### src/rtl/sme_scan_ctrl.sv
// sme_scan_ctrl - scan sequencer for the string-match engine.
// Steps through the start positions of a loaded string. Each cycle it drives
// read addresses into the external string/pattern buffers (combinational
// reads) and compares one character. The result goes to the output stage.
//   clk, reset (async, active-high)
//   start              : request a scan, sampled only in IDLE
//   str_len, pat_len   : valid lengths, held stable while busy
//   str_addr/str_char  : string buffer read port
//   pat_addr/pat_char  : pattern buffer read port
//   busy, done         : busy outside IDLE; done is a one-cycle result strobe
//   match, match_index : result, held until the next accepted start
// Build option: define SME_CASE_FOLD_EN to compare ASCII letters case-insensitively.
module sme_scan_ctrl #(
  parameter int                CHAR_W    = 8,
  parameter int                STR_DEPTH = 32,
  parameter int                PAT_DEPTH = 8,
  parameter logic [CHAR_W-1:0] SPACE_CH  = 8'h20,
  parameter logic [CHAR_W-1:0] HEAD_CH   = 8'h5E,
  parameter logic [CHAR_W-1:0] TAIL_CH   = 8'h24,
  parameter logic [CHAR_W-1:0] ANY_CH    = 8'h2E
) (
  input  logic                         clk,
  input  logic                         reset,
  input  logic                         start,
  input  logic [$clog2(STR_DEPTH):0]   str_len,
  input  logic [$clog2(PAT_DEPTH):0]   pat_len,
  output logic [$clog2(STR_DEPTH)-1:0] str_addr,
  input  logic [CHAR_W-1:0]            str_char,
  output logic [$clog2(PAT_DEPTH)-1:0] pat_addr,
  input  logic [CHAR_W-1:0]            pat_char,
  output logic                         busy,
  output logic                         done,
  output logic                         match,
  output logic [$clog2(STR_DEPTH)-1:0] match_index
);

  localparam int SAW = $clog2(STR_DEPTH);
  localparam int SLW = SAW + 1;
  localparam int PAW = $clog2(PAT_DEPTH);
  localparam int PLW = PAW + 1;

  typedef enum logic [2:0] {
    IDLE,
    HEAD,
    TAIL,
    PRE,
    BODY,
    POST,
    DONE
  } state_t;

  state_t         state, state_n;
  logic [SLW-1:0] s, s_n;
  logic [PLW-1:0] j, j_n;
  logic [PLW-1:0] l_q;
  logic           hh, ht;

  logic           set_match;
  logic           clear_res;
  logic           advance;

  logic           head_hit, tail_hit;
  logic [PLW-1:0] l_tail;
  logic [SLW-1:0] s_inc, s_last, post_pos;

  assign head_hit = (pat_char == HEAD_CH);
  assign tail_hit = (pat_char == TAIL_CH);
  assign l_tail   = pat_len - PLW'(hh) - PLW'(tail_hit);
  assign s_inc    = s + SLW'(1);
  assign s_last   = str_len - SLW'(l_q);
  assign post_pos = s + SLW'(l_q);

  // Body character compare; '.' in the pattern matches anything.
  function automatic logic char_eq(input logic [CHAR_W-1:0] sc,
                                   input logic [CHAR_W-1:0] pc);
    logic [CHAR_W-1:0] a;
    logic [CHAR_W-1:0] b;
    a = sc;
    b = pc;
`ifdef SME_CASE_FOLD_EN
    if (a >= CHAR_W'(8'h61) && a <= CHAR_W'(8'h7A)) a = a - CHAR_W'(8'h20);
    if (b >= CHAR_W'(8'h61) && b <= CHAR_W'(8'h7A)) b = b - CHAR_W'(8'h20);
`endif
    return (pc == ANY_CH) || (a == b);
  endfunction

  // First state visited for a fresh start position. DONE means an
  // empty body with no anchors left to check, so it is an immediate match.
  function automatic state_t route(input logic h, input logic [PLW-1:0] l,
                                   input logic t);
    if (h)              return PRE;
    else if (l != '0)   return BODY;
    else if (t)         return POST;
    else                return DONE;
  endfunction

  always_ff @(posedge clk or posedge reset) begin
    if (reset) begin
      state       <= IDLE;
      s           <= '0;
      j           <= '0;
      l_q         <= '0;
      hh          <= 1'b0;
      ht          <= 1'b0;
      match       <= 1'b0;
      match_index <= '0;
    end else begin
      state <= state_n;
      s     <= s_n;
      j     <= j_n;
      if (state == HEAD) hh <= head_hit;
      if (state == TAIL) begin
        ht  <= tail_hit;
        l_q <= l_tail;
      end
      if (clear_res) begin
        match       <= 1'b0;
        match_index <= '0;
      end else if (set_match) begin
        match       <= 1'b1;
        match_index <= s_n[SAW-1:0];
      end
    end
  end

  always_comb begin
    state_n   = state;
    s_n       = s;
    j_n       = j;
    str_addr  = '0;
    pat_addr  = '0;
    busy      = 1'b1;
    done      = 1'b0;
    set_match = 1'b0;
    clear_res = 1'b0;
    advance   = 1'b0;

    case (state)
      IDLE: begin
        busy = 1'b0;
        if (start) begin
          state_n   = HEAD;
          clear_res = 1'b1;
        end
      end

      HEAD: begin
        pat_addr = '0;
        state_n  = TAIL;
      end

      // has_tail is only registered at the end of this cycle, so the body
      // length used here comes from the live tail decode.
      TAIL: begin
        pat_addr = PAW'(pat_len - PLW'(1));
        if (SLW'(l_tail) > str_len) begin
          state_n   = DONE;
          clear_res = 1'b1;
        end else begin
          s_n       = '0;
          j_n       = '0;
          state_n   = route(hh, l_tail, tail_hit);
          set_match = (state_n == DONE);
        end
      end

      PRE: begin
        str_addr = (s == '0) ? '0 : SAW'(s - SLW'(1));
        if ((s == '0) || (str_char == SPACE_CH)) begin
          state_n   = route(1'b0, l_q, ht);
          set_match = (state_n == DONE);
        end else begin
          advance = 1'b1;
        end
      end

      BODY: begin
        str_addr = SAW'(s + SLW'(j));
        pat_addr = PAW'(j + PLW'(hh));
        if (!char_eq(str_char, pat_char)) begin
          advance = 1'b1;
        end else if (j != l_q - PLW'(1)) begin
          j_n = j + PLW'(1);
        end else if (ht) begin
          state_n = POST;
        end else begin
          state_n   = DONE;
          set_match = 1'b1;
        end
      end

      POST: begin
        str_addr = SAW'(post_pos);
        if ((post_pos == str_len) || (str_char == SPACE_CH)) begin
          state_n   = DONE;
          set_match = 1'b1;
        end else begin
          advance = 1'b1;
        end
      end

      DONE: begin
        done    = 1'b1;
        state_n = IDLE;
      end

      default: state_n = IDLE;
    endcase

    if (advance) begin
      j_n = '0;
      if (s_inc > s_last) begin
        state_n   = DONE;
        clear_res = 1'b1;
      end else begin
        s_n       = s_inc;
        state_n   = route(hh, l_q, ht);
        set_match = (state_n == DONE);
      end
    end
  end

endmodule

### config.mk
export PLATFORM = sky130hd
export DESIGN_NAME = sme_scan_ctrl
export DESIGN_NICKNAME = d
export VERILOG_FILES = /design/src/rtl/sme_scan_ctrl.sv
export SDC_FILE = /design/constraint.sdc
export NUM_CORES = 1
export LEC_CHECK = 0
export CAP_MARGIN = 40
export CORE_MARGIN = 1.5
export CORE_UTILIZATION = 36
export DETAILED_ROUTE_END_ITERATION = 10
export PLACE_DENSITY = 0.67
export SYNTH_ARGS = -nofsm -noshare
export SYNTH_HDL_FRONTEND = slang
export SYNTH_SLANG_ARGS = --single-unit
### constraint.sdc
create_clock -name clk -period 3.3 [get_ports clk]
set_input_delay 0.825 -clock clk [delete_from_list [all_inputs] [get_ports clk]]
set_output_delay 0.825 -clock clk [all_outputs]
set_load 0.1 [all_outputs]
# Word level (Yosys, flattened, before mapping)
# Index checks and enable logic that the tools add are counted.
dict set report totals {
  reg_bits 25
  wordCells 112
  out_inout_bits 16
  inputBits 29
}
dict set report classes {
  mux 57
  n_addsub 11
  n_reduce_logical 11
  n_eq_ne 23
  n_lt_le_gt_ge 2
}
# cell count
set op_table {}
lappend op_table {{3-bit two-way mux} 16}
lappend op_table {{8-bit by 6-bit equality test with 1-bit output (second input constant)} 3}
lappend op_table {{6-bit two-way mux} 4}
lappend op_table {{3-bit inequality test (second input constant)} 7}
lappend op_table {{1-bit two-way mux} 19}
lappend op_table {{3-bit equality test (second input constant)} 6}
lappend op_table {{3-bit case mux with 6 select lines} 1}
lappend op_table {{4-bit two-way mux} 4}
lappend op_table {{5-bit two-way mux} 3}
lappend op_table {{5-bit case mux with 3 select lines} 1}
lappend op_table {{8-bit by 7-bit equality test with 1-bit output (second input constant)} 1}
lappend op_table {{8-bit equality test} 1}
lappend op_table {{2-bit two-way mux} 4}
lappend op_table {{4-bit case mux with 2 select lines} 1}
lappend op_table {{4-bit nonzero test} 2}
lappend op_table {{4-bit by 1-bit subtractor with 4-bit output} 2}
lappend op_table {{6-bit by 1-bit adder with 6-bit output (second input constant)} 1}
lappend op_table {{6-bit by 4-bit adder with 6-bit output} 1}
lappend op_table {{3-bit by 2-bit equality test with 1-bit output (second input constant)} 2}
lappend op_table {{6-bit equality test} 1}
lappend op_table {{4-bit by 6-bit > comparator with 1-bit output} 1}
lappend op_table {{6-bit > comparator} 1}
lappend op_table {{6-bit logical NOT} 1}
lappend op_table {{3-bit case mux with 2 select lines} 1}
lappend op_table {{18 further kinds} 20}

# Longest topological paths before layout
# Gate-level depths: netlist of the first run.
dict set report logic_depth {
  depth_word 14
  mapped_depth 17
  mapped_depth_nobuf 17
}

# Worst setup path after synthesis of the first run
# OpenSTA, ideal clock, no wires.
dict set report synth_path {
  path_type {input port to flip-flop}
  start {input port pat_char[4]}
  end {register match_index[0]}
  arrival_time_ns 4.940
  cell_stages 14
  path_slack_ns -1.765
  setup_time_ns 0.125
  path_cell_list {or4b_1 nor4_1 fa_1 ha_1 nor4b_1 xor2_1 ha_1 o21ai_0 a21oi_1 o211a_1 nand2b_1 nor4b_1 a211o_4 mux2_4}
}
dict set report synth_between {
  elab_chain_cells 13
  elab_cells_between_ends 31
}
# item line_no
set synth_lines {}
lappend synth_lines {{start, declared} 30} ;# input logic [CHAR_W-1:0] pat_char,
lappend synth_lines {{8-bit by 6-bit equality test with 1-bit output *} 67} ;# assign tail_hit = (pat_char == TAIL_CH);
lappend synth_lines {{via tail_hit} 62} ;# logic head_hit, tail_hit;
lappend synth_lines {{4-bit by 1-bit subtractor with 4-bit output} 68} ;# assign l_tail = pat_len - PLW'(hh) - PLW'(tail_hit);
lappend synth_lines {{4-bit nonzero test} 92} ;# else if (l != '0) return BODY;
lappend synth_lines {{2-bit two-way mux} 92}
lappend synth_lines {{3-bit two-way mux} 91} ;# if (h) return PRE;
lappend synth_lines {{3-bit two-way mux} 156} ;# if (SLW'(l_tail) > str_len) begin
lappend synth_lines {{3-bit two-way mux} 138} ;# case (state)
lappend synth_lines {{3-bit equality test} 163} ;# set_match = (state_n == DONE);
lappend synth_lines {{1-bit two-way mux} 156}
lappend synth_lines {{1-bit case mux with 4 select lines} 138}
lappend synth_lines {{1-bit two-way mux} 212} ;# if (s_inc > s_last) begin
lappend synth_lines {{1-bit two-way mux} 210} ;# if (advance) begin
lappend synth_lines {{2-bit nonzero test (no line)} n/a}
lappend synth_lines {{end signal, assigned} 121} ;# match_index <= s_n[SAW-1:0];
lappend synth_lines {{end, declared} 34} ;# output logic [$clog2(STR_DEPTH)-1:0] match_index
# Mark *: on every way through the listed nets, which the timed path passes. The rest lies on a longest branch. The select of a mux whose other input is x is not followed.
# A chain may end at the register's enable or synchronous reset.

# Worst setup path in the final report of the first run
dict set report layout_path {
  start {input port pat_char[7]}
  end {register match_index[4]}
}
# Same word-level chain as after synthesis.

==> results of run 1 <==
==> state kept, by name, indices dropped and copies added (netlist names) <==
name / flops
state: 3
match_index: 5
s: 6
j: 4
match: 1
ht: 1
l_q: 4
hh: 1
==> timing repair <==
action,4_1_cts,5_1_grt
pin swaps,13,7
setup endpoints to repair,23,21
buffers inserted,11,7
gates resized for setup,35,12
endpoints found under the hold margin,0,0
hold buffers,0,0
==> cells in the mapped netlist (all sizes together), types with 2 or more instances <==
cell	n	area, µm²
fa	4	80.08
o22ai	9	62.56
mux2	11	142.6
clkbuf	7	26.28
nand2b	7	43.79
xor2	8	70.07
o21ai	16	80.08
nor2b	2	12.51
a2111oi	3	45.05
a21o	7	52.55
a21oi	16	83.83
ha	34	425.4
or3	3	23.77
a211o	2	26.28
and3	6	37.54
o31ai	2	28.78
nor3	7	35.03
nand3	12	60.06
nand4	5	31.28
nor4	4	25.02
o211a	6	60.06
or4b	2	20.02
nand2	24	90.09
nor2	18	67.56
xnor2	31	271.5
a31oi	6	37.54
dfrtp	25	625.6
a211oi	5	37.54
buf	2	10.01
and2	5	31.28
nor4b	3	26.28
mux2i	5	50.05
inv	26	97.59
o221a	2	22.52
==> power by group through the flow <==
stage	combinational (mW)	clock, mW	sequential, mW
floorplan	1.94	0	0.693
global placement	3.00	0	0.499
detailed placement	3.06	0	0.502
CTS	3.13	0.203	0.493
global route	3.45	0.216	0.508
finish	3.20	0.200	0.494
==> final cells by class <==
class	instances	area (µm²)	share of cell area [%]
Multi-Input combinational cell	274	2385	55.12
Inverter	26	97.59	2.256
Tap cell	102	127.6	2.950
Clock buffer	3	41.29	0.9543
Timing Repair Buffer	116	1042	24.09
Sequential cell	25	625.6	14.46
Clock inverter	1	7.507	0.1735
==> worst max-delay path: cells and delay by family <==
family / cells / cell delay, ns
AND/OR/NAND/NOR: 5 / 1.48
adder cells (fa/ha/maj): 3 / 1.04
AO/OA/AOI/OAI: 4 / 0.57
multiplexers: 1 / 0.31
XOR/XNOR: 1 / 0.24
buffers and inverters: 1 / 0.09
==> cell families after synthesis <==
family                     after synthesis  share of synthesized area [%]
muxes                                   16                          6.618
xor gates and xnor gates                39                          11.73
buffers and inverters                   35                          4.598
adders and majority gates               38                          17.36
AOI/OAI and AO/OA                       80                          20.11
and+or+nand+nor                        101                          18.09
DFF                                     25                          21.49
==> per-layer routing <==
metal | part of all wire (%) | vias to the layer above | GRT usage (%)
met5 | 0 | - | 0
met4 | 2.2 | 0 | 5.556
met3 | 5.4 | 19 | 2.709
met2 | 48 | 93 | 37.17
met1 | 44 | 1349 | 27.29
li1 | - | 1434 | -
==> path summary, 6_finish.rpt <==
check	depth (start not counted)	endpoint	slack [ns]
max	15	match_index[4]$_DFFE_PP0P_	-1.10
min	1	j[3]$_DFFE_PP0P_	0.56
max reg2reg	14	match_index[4]$_DFFE_PP0P_	-0.30
min reg2reg	1	j[3]$_DFFE_PP0P_	0.56
max in group asynchronous	3	s[5]$_DFF_PP0_	2.14
min in group asynchronous	3	ht$_DFFE_PP0P_	0.89
==> results_dict.tcl, run 1 <==
set metrics [dict create \
    ys_types 51 \
    final_cell_mix "buf_4 (77), xnor2_1 (30), ha_1 (28)" \
    layout-drive-gt1-share_pct 33.93 \
    finClkSkew_ns 0.01076 \
    antenna_found_initial 0 \
    status "finished with violations" \
    worst_path_most_repeated_cell "nor4b_4" \
    timing.final.ws_setup_ns -1.098 \
    ir_worst_vdd_v 0.0003859 \
    cap_violations 0 \
    synth_seq_cells 25 \
    rsz0062_at_grt "yes" \
    seqPwrFrac_pct 12.7 \
    worst_slew_pin_slew_ns 0.8500 \
    tns_ns -16.90 \
    syn2layout_area_growth_pct 48.60 \
    drc_errors 0 \
    place_hpwl_um 6930 \
    crit_chain "buf_6, or4b_4, nor4_4, fa_2, ha_4, nor4b_4, xor2_1, ha_1, o21ai_2, a21oi_1, o211a_1, nand2b_4, nor4b_4, a211o_4, mux2_4" \
    dp_slack_ns -1.912 \
    slew_viol_final 0 \
    powerDensity_mw_per_mm2 900.1 \
    viasPerCell 5.293 \
    clockBufferDepth 2 \
    ys_seq_area_share_pct 21.49 \
    p_int_mw 1.824 \
    fin_cells 547 \
    relSlewSlack_pct 43.12 \
    fin_area_mm2 0.004327 \
    wl_um 8851 \
    hold_path.class "flop to flop" \
    crit_start "pat_char[7]" \
    synth_nets 401 \
    cts_tree "built" \
    ios 45 \
    crit_fanout 6 \
    dieHeight_um 92.93 \
    power_frac_clock_pct 5.1 \
    finalPower_mw 3.894 \
    place_area_mm2 0.004043 \
    dr.pass1.iters 4 \
    grt.total_usage_pct 21.22 \
    syn_area_mm2 0.002912 \
    holdWs_ns 0.5557 \
    clock_sinks 25 \
    start_util_pct 37.48 \
    min_period_ns 4.398 \
    h-tree-depth 1 \
    grt_max_degree 26 \
    drtIter0Drc 134 \
    place_inst 526 \
    gp_congestion 0.9779 \
    numCtsBuffers 3 \
    synth-edff-count 0 \
    yosys_warnings 0 \
    critPathRequiredTime_ns 3.47 \
    synthArstFlopShare_pct 100.0 \
    row_count 32 \
    r2r_start "hh$_DFFE_PP0P_" \
    final_common_cell "buf_4" \
    worstSetupStartpointType "input port" \
    critPathKind "input port to flop" \
    final_nets 513 \
    worstSetupEndpointType "flop" \
    wire_per_inst_um 16.18 \
    arrival_ns 4.57 \
    comb_power_share_pct 82.2 \
    crit_slowest_cell "or4b_4" \
    root_buffer "clkbuf_8" \
    synthCells 334 \
    cp_slowest_stage_delay_ns 0.55 \
    setup_viol 19 \
    fmax_ghz 0.2274 \
    antenna_cells 0 \
    postLayoutCoreUtil_pct 55.70 \
    portBuffers 44 \
    insertion_delay_ns 0.28 \
    via_count 2895 \
    synth_area_per_cell_um2 8.717 \
    switchingPower_mw 2.070 \
    grt_pass1_vias 2947 \
    p_leak_nw 2.012 \
    grt_first_pass_wirelength_um 14480 \
    post-route-period-util_pct 133.3 \
    n_fill_cell 708 \
    switching_share_pct 53.16 \
    die_area_mm2 0.008636 \
    clk_pin_slew_ns 0.10 \
    core_mm2 0.007767 \
    grt.overflow.total 0 \
    die_w_um 92.93 \
    drt.antenna.violating_nets 0 \
    synthFlopType "dfrtp_1" \
    hp-start "j[3]$_DFFE_PP0P_" \
    hold_viol_final 0 \
    violations "setup timing" \
]
(Power assumes the default switching activity.)
==> inputs of run 2 (changes only) <==
Settings changed: DONT_BUFFER_PORTS set to 1, PLACE_DENSITY 0.67 to 0.6.
==> results_dict.tcl, run 2 (synthesized netlist as in run 1, its figures left out) <==
set metrics [dict create \
    clock_sinks 25 \
    die_area_mm2 0.008636 \
    largest_reg_flops 6 \
    clockBufferDepth 2 \
    cts_tree "built" \
    timing.final.ws_setup_ns -1.033 \
    setup_viol 19 \
    start_util_pct 37.48 \
    drtIter0Drc 167 \
    grt.total_usage_pct 20.23 \
    slew_viol_final 0 \
    worst_slew_pin_slew_ns 0.8514 \
    viasPerCell 5.530 \
    antenna_cells 0 \
    dieHeight_um 92.93 \
    fin_area_mm2 0.003840 \
    gp_congestion 0.8810 \
    grt.overflow.total 0 \
    core_mm2 0.007767 \
    top_regs "s: 6 flops, match_index: 5 flops" \
    row_count 32 \
    relSlewSlack_pct 43.18 \
    die_w_um 92.93 \
    postLayoutCoreUtil_pct 49.44 \
    grt_max_degree 22 \
    antenna_found_initial 0 \
    holdWs_ns 0.4926 \
    final_cell_mix "buf_4 (44), xnor2_1 (30), ha_1 (29)" \
    worst_path_most_repeated_cell "ha_2" \
    place_hpwl_um 6859 \
    syn2layout_area_growth_pct 31.89 \
    critPathRequiredTime_ns 3.47 \
    worstSetupEndpointType "flop" \
    critPathKind "input port to flop" \
    cap_violations 0 \
    hold_viol_final 0 \
    final_nets 453 \
    root_buffer "clkbuf_8" \
    via_count 2693 \
    rsz0062_at_grt "yes" \
    hold_path.class "input port to async pin" \
    crit_chain "or4b_4, nor4_4, fa_1, ha_2, nor2_1, ha_2, xnor2_2, inv_1, ha_4, o21ai_2, a21oi_2, o211a_1, nand2b_4, nor4b_4, a211o_4, mux2_4" \
    drc_errors 0 \
    insertion_delay_ns 0.27 \
    wire_per_inst_um 17.46 \
    powerDensity_mw_per_mm2 992.7 \
    arrival_ns 4.50 \
    clk_pin_slew_ns 0.10 \
    cp_slowest_stage_delay_ns 0.54 \
    ir_worst_vdd_v 0.0006291 \
    crit_buf_inv 1 \
    dr.pass1.iters 4 \
    worstSetupStartpointType "input port" \
    p_leak_nw 1.762 \
    top_register "s" \
    final_common_cell "buf_4" \
    portBuffers 0 \
    fmax_ghz 0.2308 \
    grt_first_pass_wirelength_um 13760 \
    crit_slowest_cell "or4b_4" \
    finalPower_mw 3.812 \
    tns_ns -14.67 \
    violations "setup timing" \
    crit_fanout 7 \
    post-route-period-util_pct 131.3 \
    numCtsBuffers 3 \
    place_area_mm2 0.003625 \
    min_period_ns 4.333 \
    finClkSkew_ns 0.002208 \
    status "finished with violations" \
    ios 45 \
    critPathTopFamily "simple AND/OR/NAND/NOR gates" \
    grt_pass1_vias 2804 \
    layout-drive-gt1-share_pct 28.31 \
    wl_um 8504 \
    drt.antenna.violating_nets 0 \
    h-tree-depth 1 \
]
[run 2: cell count changes in the layout (fill, tap and decap cells not counted), sizes merged]
cell / before / now
buf: 92 / 56
clkbuf: 3 / 4
clkdlybuf4s50: 22 / 0
clkinvlp: 1 / 0
dlygate4sd2: 2 / 0
[run 2: area by class of cell]
type / count / area, µm²
Sequential cell: 25 / 625.6
Inverter: 26 / 97.59
Multi-Input combinational cell: 274 / 2369
Clock buffer: 4 / 45.04
Fill cell: 742 / 3928
Tap cell: 102 / 127.6
Timing Repair Buffer: 56 / 575.6
[run 2: power breakdown]
| part | switching [mW] | leakage, nW | internal, mW |
|---|---|---|---|
| sequential | 0.128 | 0.328 | 0.400 |
| combinational | 1.82 | 1.41 | 1.27 |
| clock | 0.108 | 0.0228 | 0.0867 |
| total | 2.05 | 1.76 | 1.76 |
[run 2: timing repair]
item                                    CTS  global route
gates cloned                              0             0
gates resized for setup                  13             8
endpoints found under the setup margin   20            21
buffers inserted                          3             2
pin swaps                                 7             6
hold buffers                              0             0
[run 2: final timing paths]
path	start	end	slack [ns]	cells after the start
max in group asynchronous	reset	s[2]$_DFF_PP0_	2.31	2
setup / recovery	pat_char[4]	match_index[1]$_DFFE_PP0P_	-1.03	16
min in group clk	j[3]$_DFFE_PP0P_	j[3]$_DFFE_PP0P_	0.57	1
hold reg to reg	j[3]$_DFFE_PP0P_	j[3]$_DFFE_PP0P_	0.57	1
setup reg to reg	hh$_DFFE_PP0P_	match_index[1]$_DFFE_PP0P_	-0.18	14
hold / removal	reset	state[1]$_DFFE_PP0P_	0.49	1
[run 2: through the flow]
step	worst slack [ns]	std cells
4_1_cts	-1.014	484
3_5_place_dp	-1.419	477
3_3_place_gp	-1.363	471
2_1_floorplan	-1.418	334
6_report	-1.033	487
5_1_grt	-1.135	487
[run 2: routing by layer]
metal | GRT usage [%] | share of wire [%] | vias up
met5 | 0 | 0 | -
met2 | 35.16 | 49 | 65
met4 | 5.808 | 1.9 | 0
met1 | 26.52 | 44 | 1306
met3 | 1.806 | 4.7 | 12
li1 | - | - | 1310
